### config.mk
export PLATFORM = sky130hd
export DESIGN_NAME = uart_rx
export DESIGN_NICKNAME = d
export VERILOG_FILES = /design/src/rtl/uart_rx.sv
export SDC_FILE = /design/constraint.sdc
export NUM_CORES = 1
export LEC_CHECK = 0
export BUFFER_PORTS_ARGS = -buffer_cell sky130_fd_sc_hd__buf_2
export CORE_ASPECT_RATIO = 0.5
export CORE_UTILIZATION = 40
export CTS_CLUSTER_DIAMETER = 30
export DETAILED_ROUTE_END_ITERATION = 10
export SKIP_LAST_GASP = 1
export SLEW_MARGIN = 10
export SYNTH_ARGS = -nofsm -noshare
export SYNTH_HDL_FRONTEND = slang
export SYNTH_SLANG_ARGS = --single-unit
### constraint.sdc
create_clock -name clk -period 2.41 [get_ports clk]
set_input_delay 0.482 -clock clk [delete_from_list [all_inputs] [get_ports clk]]
set_output_delay 0.482 -clock clk [all_outputs]
set_load 0.1 [all_outputs]
### src/rtl/uart_rx.sv
// uart_rx: 16x-oversampled UART receiver, 8N1 frames by default.
// Define UART_RX_PARITY_EN to build the PARITY state (8E1 frames) and drive parity_err.
module uart_rx #(
  parameter int DATA_BITS  = 8,
  parameter int MID_SAMPLE = 7
) (
  input  logic                 clk,
  input  logic                 rst,
  input  logic                 clk_16bd,
  input  logic                 rx,
  output logic [DATA_BITS-1:0] data,
  output logic                 data_valid,
  output logic                 frame_err,
  output logic                 parity_err,
  output logic                 busy
);

  localparam logic [2:0] IDLE   = 3'd0;
  localparam logic [2:0] START  = 3'd1;
  localparam logic [2:0] DATA   = 3'd2;
`ifdef UART_RX_PARITY_EN
  localparam logic [2:0] PARITY = 3'd3;
`endif
  localparam logic [2:0] STOP   = 3'd4;

  localparam logic [3:0] MID_TCNT  = 4'(MID_SAMPLE);
  localparam logic [3:0] LAST_TCNT = 4'd15;
  localparam logic [2:0] LAST_BIT  = 3'(DATA_BITS - 1);

  logic                 rx_meta_reg;
  logic                 rx_sync_reg;
  logic                 clk16_prev_reg;
  logic                 tick;

  logic [2:0]           state_reg, state_next;
  logic [3:0]           tcnt_reg, tcnt_next;
  logic [2:0]           bcnt_reg, bcnt_next;
  logic [DATA_BITS-1:0] shift_reg, shift_next;
  logic [DATA_BITS-1:0] shift_in;
  logic [DATA_BITS-1:0] data_reg, data_next;
  logic                 data_valid_reg, data_valid_next;
  logic                 frame_err_reg, frame_err_next;
`ifdef UART_RX_PARITY_EN
  logic                 parity_bit_reg, parity_bit_next;
  logic                 parity_err_reg, parity_err_next;
`endif

  // rx is asynchronous; the synchronizer idles high so reset never looks like a start bit
  always_ff @(posedge clk or negedge rst) begin
    if (!rst) begin
      rx_meta_reg    <= 1'b1;
      rx_sync_reg    <= 1'b1;
      clk16_prev_reg <= 1'b0;
    end else begin
      rx_meta_reg    <= rx;
      rx_sync_reg    <= rx_meta_reg;
      clk16_prev_reg <= clk_16bd;
    end
  end

  assign tick = clk_16bd & ~clk16_prev_reg;

  // Right-shift: each new bit enters at the MSB, so the first (LSB) bit ends at bit 0
  genvar gi;
  generate
    for (gi = 0; gi < DATA_BITS; gi++) begin : g_shift
      if (gi == DATA_BITS - 1) begin : g_msb
        assign shift_in[gi] = rx_sync_reg;
      end else begin : g_body
        assign shift_in[gi] = shift_reg[gi+1];
      end
    end
  endgenerate

  always_comb begin
    state_next      = state_reg;
    tcnt_next       = tcnt_reg;
    bcnt_next       = bcnt_reg;
    shift_next      = shift_reg;
    data_next       = data_reg;
    data_valid_next = 1'b0;
    frame_err_next  = frame_err_reg;
`ifdef UART_RX_PARITY_EN
    parity_bit_next = parity_bit_reg;
    parity_err_next = parity_err_reg;
`endif
    case (state_reg)
      IDLE: begin
        if (!rx_sync_reg) begin
          state_next = START;
          tcnt_next  = 4'd0;
        end
      end
      START: begin
        if (tick) begin
          if (tcnt_reg == MID_TCNT) begin
            tcnt_next = 4'd0;
            bcnt_next = 3'd0;
            // A start bit that is high again at its centre was a glitch
            state_next = rx_sync_reg ? IDLE : DATA;
          end else begin
            tcnt_next = tcnt_reg + 4'd1;
          end
        end
      end
      DATA: begin
        if (tick) begin
          tcnt_next = tcnt_reg + 4'd1;
          if (tcnt_reg == LAST_TCNT) begin
            shift_next = shift_in;
            if (bcnt_reg == LAST_BIT) begin
`ifdef UART_RX_PARITY_EN
              state_next = PARITY;
`else
              state_next = STOP;
`endif
            end else begin
              bcnt_next = bcnt_reg + 3'd1;
            end
          end
        end
      end
`ifdef UART_RX_PARITY_EN
      PARITY: begin
        if (tick) begin
          tcnt_next = tcnt_reg + 4'd1;
          if (tcnt_reg == LAST_TCNT) begin
            parity_bit_next = rx_sync_reg;
            state_next      = STOP;
          end
        end
      end
`endif
      STOP: begin
        if (tick) begin
          tcnt_next = tcnt_reg + 4'd1;
          // Leaving at mid-stop leaves half a bit to catch a back-to-back start edge
          if (tcnt_reg == LAST_TCNT) begin
            data_next       = shift_reg;
            data_valid_next = 1'b1;
            frame_err_next  = ~rx_sync_reg;
`ifdef UART_RX_PARITY_EN
            parity_err_next = parity_bit_reg ^ (^shift_reg);
`endif
            tcnt_next       = 4'd0;
            state_next      = IDLE;
          end
        end
      end
      default: begin
        state_next = IDLE;
        tcnt_next  = 4'd0;
      end
    endcase
  end

  always_ff @(posedge clk or negedge rst) begin
    if (!rst) begin
      state_reg      <= IDLE;
      tcnt_reg       <= 4'd0;
      bcnt_reg       <= 3'd0;
      shift_reg      <= '0;
      data_reg       <= '0;
      data_valid_reg <= 1'b0;
      frame_err_reg  <= 1'b0;
`ifdef UART_RX_PARITY_EN
      parity_bit_reg <= 1'b0;
      parity_err_reg <= 1'b0;
`endif
    end else begin
      state_reg      <= state_next;
      tcnt_reg       <= tcnt_next;
      bcnt_reg       <= bcnt_next;
      shift_reg      <= shift_next;
      data_reg       <= data_next;
      data_valid_reg <= data_valid_next;
      frame_err_reg  <= frame_err_next;
`ifdef UART_RX_PARITY_EN
      parity_bit_reg <= parity_bit_next;
      parity_err_reg <= parity_err_next;
`endif
    end
  end

  assign data       = data_reg;
  assign data_valid = data_valid_reg;
  assign frame_err  = frame_err_reg;
  assign busy       = (state_reg != IDLE);
`ifdef UART_RX_PARITY_EN
  assign parity_err = parity_err_reg;
`else
  assign parity_err = 1'b0;
`endif

endmodule

==> run metrics <==
outcome=completed; share of the clock period used by the worst path=0.832; Post-Layout Inst Area=1600 um2; fin worst setup slack=405 ps; Max stage delay cell, worst path=or4_1; leading post-synthesis cells by cell area=dfrtp_1, nand2_1, mux2_2; area growth from synthesis to final layout=12.2%; CTS tree=yes; post-cts repair resize count=0; die extent in y=44.2 um; kind of path behind the tightest hold check=in -> async; Arr. time, crit path=2230 ps; final net count=158; largest family of logic cells by synthesized area=simple AND/OR/NAND/NOR gates; unrepaired setup endpoints after global routing=no; most repeated cell in the gate-level netlist after synthesis=nand2_1; overflow left after global routing=0; GRT Resource Usage Total=0.156; parity-gate share of the synthesized area counting xor and xnor cells=0; upper clock frequency limit=0.499 GHz; via count of the routed design=977; register bit total from synthesis=31; WL per Instance=12.5 um; starting density of the core=0.447; number of port buffers=14; leakage power summed over all cells=0.806 nW; dominant cell type by count on the critical path=ha_1; Post-Synthesis Cell Area=1430 um2; Hold Fails Final Rpt=0; I/O Pins=16; post-synth net total=143; area fraction in and, or, nand and nor cells after synthesis=0.196; leading post-synthesis cells by instance count=nand2_1, dfrtp_1, mux2_2, nor2_1; final period demand of the worst path=2010 ps; post-synthesis mux area share=0.0922; Cell Int Power=925 uW; Root Buffer=clkbuf_8; wire length of the first global-routing pass=4330 um; Maximum Capacitance Violations=0; clock buffers created by TritonCTS=5; Setup Viol. Count Final=0; post-cts hold buffer count=0; Post-Syn Instances=136; die outline area=3820 um2; Main synth FF type=dfrtp_1; via count of the first global-routing pass=952; post-place instance area=1510 um2; ratio of total power to cell area=908 nW/um2; level count of the clock H-tree=2; number of distinct library cells after synthesis=37; worst-case vdd ir drop=283 uV; adder-cell share of the synthesized area=0.0263; chip width=86.4 um; initial antenna violation count=0; cell type with the largest total area after synthesis=dfrtp_1; worst-margin pin slew=675 ps; area of the core=3190 um2; DP Worst Slack=406 ps; mean post-synth cell area=10.5 um2; area fraction of the dominant cell type after synthesis=0.509; Pwr Total=1.45 mW; routability congestion estimate from global placement=0.724; clock transition at the registers of the reported paths=60 ps; drt via density=4.89; Flop pwr share=0.439; net switching share of the total power=0.363; Post-CTS Setup Inserts=0; number of iterations in the first detailed-routing pass=4; number of synthesized flops with an enable pin=0; Critical Path Fanout Max=6; final antenna diode count=0; count of pins over their slew limit=0; required time at the worst-slack endpoint=2630 ps; number of rows created at floorplan=14; tightest hold margin=235 ps; post-detail-place hpwl=1730 um; highest cell delay on the worst timing path=520 ps; layout cell share with drive strength beyond 1=0.257; net switching power=527 uW; skew final=4.08 ps; register area share after synthesis=0.546; Clk pwr share=0.273; Worst Path Class, Setup=reg -> reg; number of antenna-violating nets in the routed design=0; cell-by-cell trace of the critical path=ha_1 -> ha_1 -> nand2b_2 -> o22a_1 -> or4_1 -> nor3_2 -> a21o_1; clk_lat worst skew=280 ps; worst slew slack as a fraction of its limit=0.550; Comb pwr share=0.288; number of DRC markers in iteration 0=68; total number of yosys warnings=0; maximum number of buffers from clock root to sink=2; startpoint type of the worst setup path=flop; final sum of negative setup slack=0 ps; total detailed-routing wirelength=2500 um; clock net sink count=31; Worst Setup End Kind=flop; post-route DRC violation count=0; pin count of the biggest net entering global routing=32; fraction of synthesis flops using an asynchronous set or reset pin=1.00; compound-cell area share of the yosys netlist=0.0896
## power by group through the flow
stage	Sequential, mW	Combinational [mW]	Clock (mW)
2_1_floorplan	0.601	0.416	0
6_report	0.638	0.419	0.396
3_3_place_gp	0.645	0.420	0
4_1_cts	0.636	0.423	0.411
3_5_place_dp	0.646	0.421	0
5_1_grt	0.646	0.464	0.429
## cell usage in the layout (no fill, tap or decap), types with 3 or more instances in the layout
master	netlist	routed
clkbuf_8	0	5
dfrtp_1	29	29
nand3_1	3	3
ha_1	3	3
mux2i_1	3	3
inv_1	4	4
nand2_1	36	36
mux2_2	9	9
o21ai_0	3	3
a21oi_1	4	4
buf_2	3	14
nor2_1	5	5
## final timing paths
path / end / cells after the start / slack [ps] / start
max: bcnt_reg[0]$_DFFE_PN0P_ / 7 / 400 / bcnt_reg[0]$_DFFE_PN0P_
min: shift_reg[5]$_DFFE_PN0P_ / 1 / 240 / rst
max reg2reg: bcnt_reg[0]$_DFFE_PN0P_ / 7 / 400 / bcnt_reg[0]$_DFFE_PN0P_
min reg2reg: rx_sync_reg$_DFF_PN1_ / 0 / 360 / rx_meta_reg$_DFF_PN1_
max in group asynchronous: tcnt_reg[1]$_DFFE_PN0P_ / 1 / 1740 / rst
min in group clk: rx_meta_reg$_DFF_PN1_ / 1 / 300 / rx
## cell type report
type / instances / area, um2
fillers: 323 / 1590
repair buffers: 15 / 77.6
clock buffers: 6 / 72.6
inverters: 5 / 18.8
clock inverters: 2 / 12.5
flip-flops and latches: 31 / 778
multi-input cells: 93 / 579
well taps: 48 / 60.1
## layer usage
metal	global-route usage	wire length [um]	up-vias
met3	0.0504	93	3
met4	0.0800	14	0
met5	0	0	-
li1	-	-	489
met2	0.232	1090	19
met1	0.209	1300	466
## critical path, delay by kind of cell (launching register included)
kind,cells,cell delay [ps]
AOI/OAI and AO/OA,2,240
and+or+nand+nor,3,890
adders and majority gates,2,420
DFF,1,410
## stage by stage
step | util | instances
6_report | 0.502 | 200
3_5_place_dp | 0.475 | 192
2_1_floorplan | - | 136
5_1_grt | 0.502 | 200
4_1_cts | 0.502 | 200
3_3_place_gp | 0.475 | 192
## kinds of logic (layout without fill, tap and decap cells)
kind of cell / Yosys count / in the layout
buffers and inverters: 12 / 28
DFF: 31 / 31
and+or+nand+nor: 58 / 58
other: 1 / 1
muxes: 12 / 12
adders and majority gates: 3 / 3
AOI/OAI and AO/OA: 19 / 19
(Power assumes the default switching activity.)
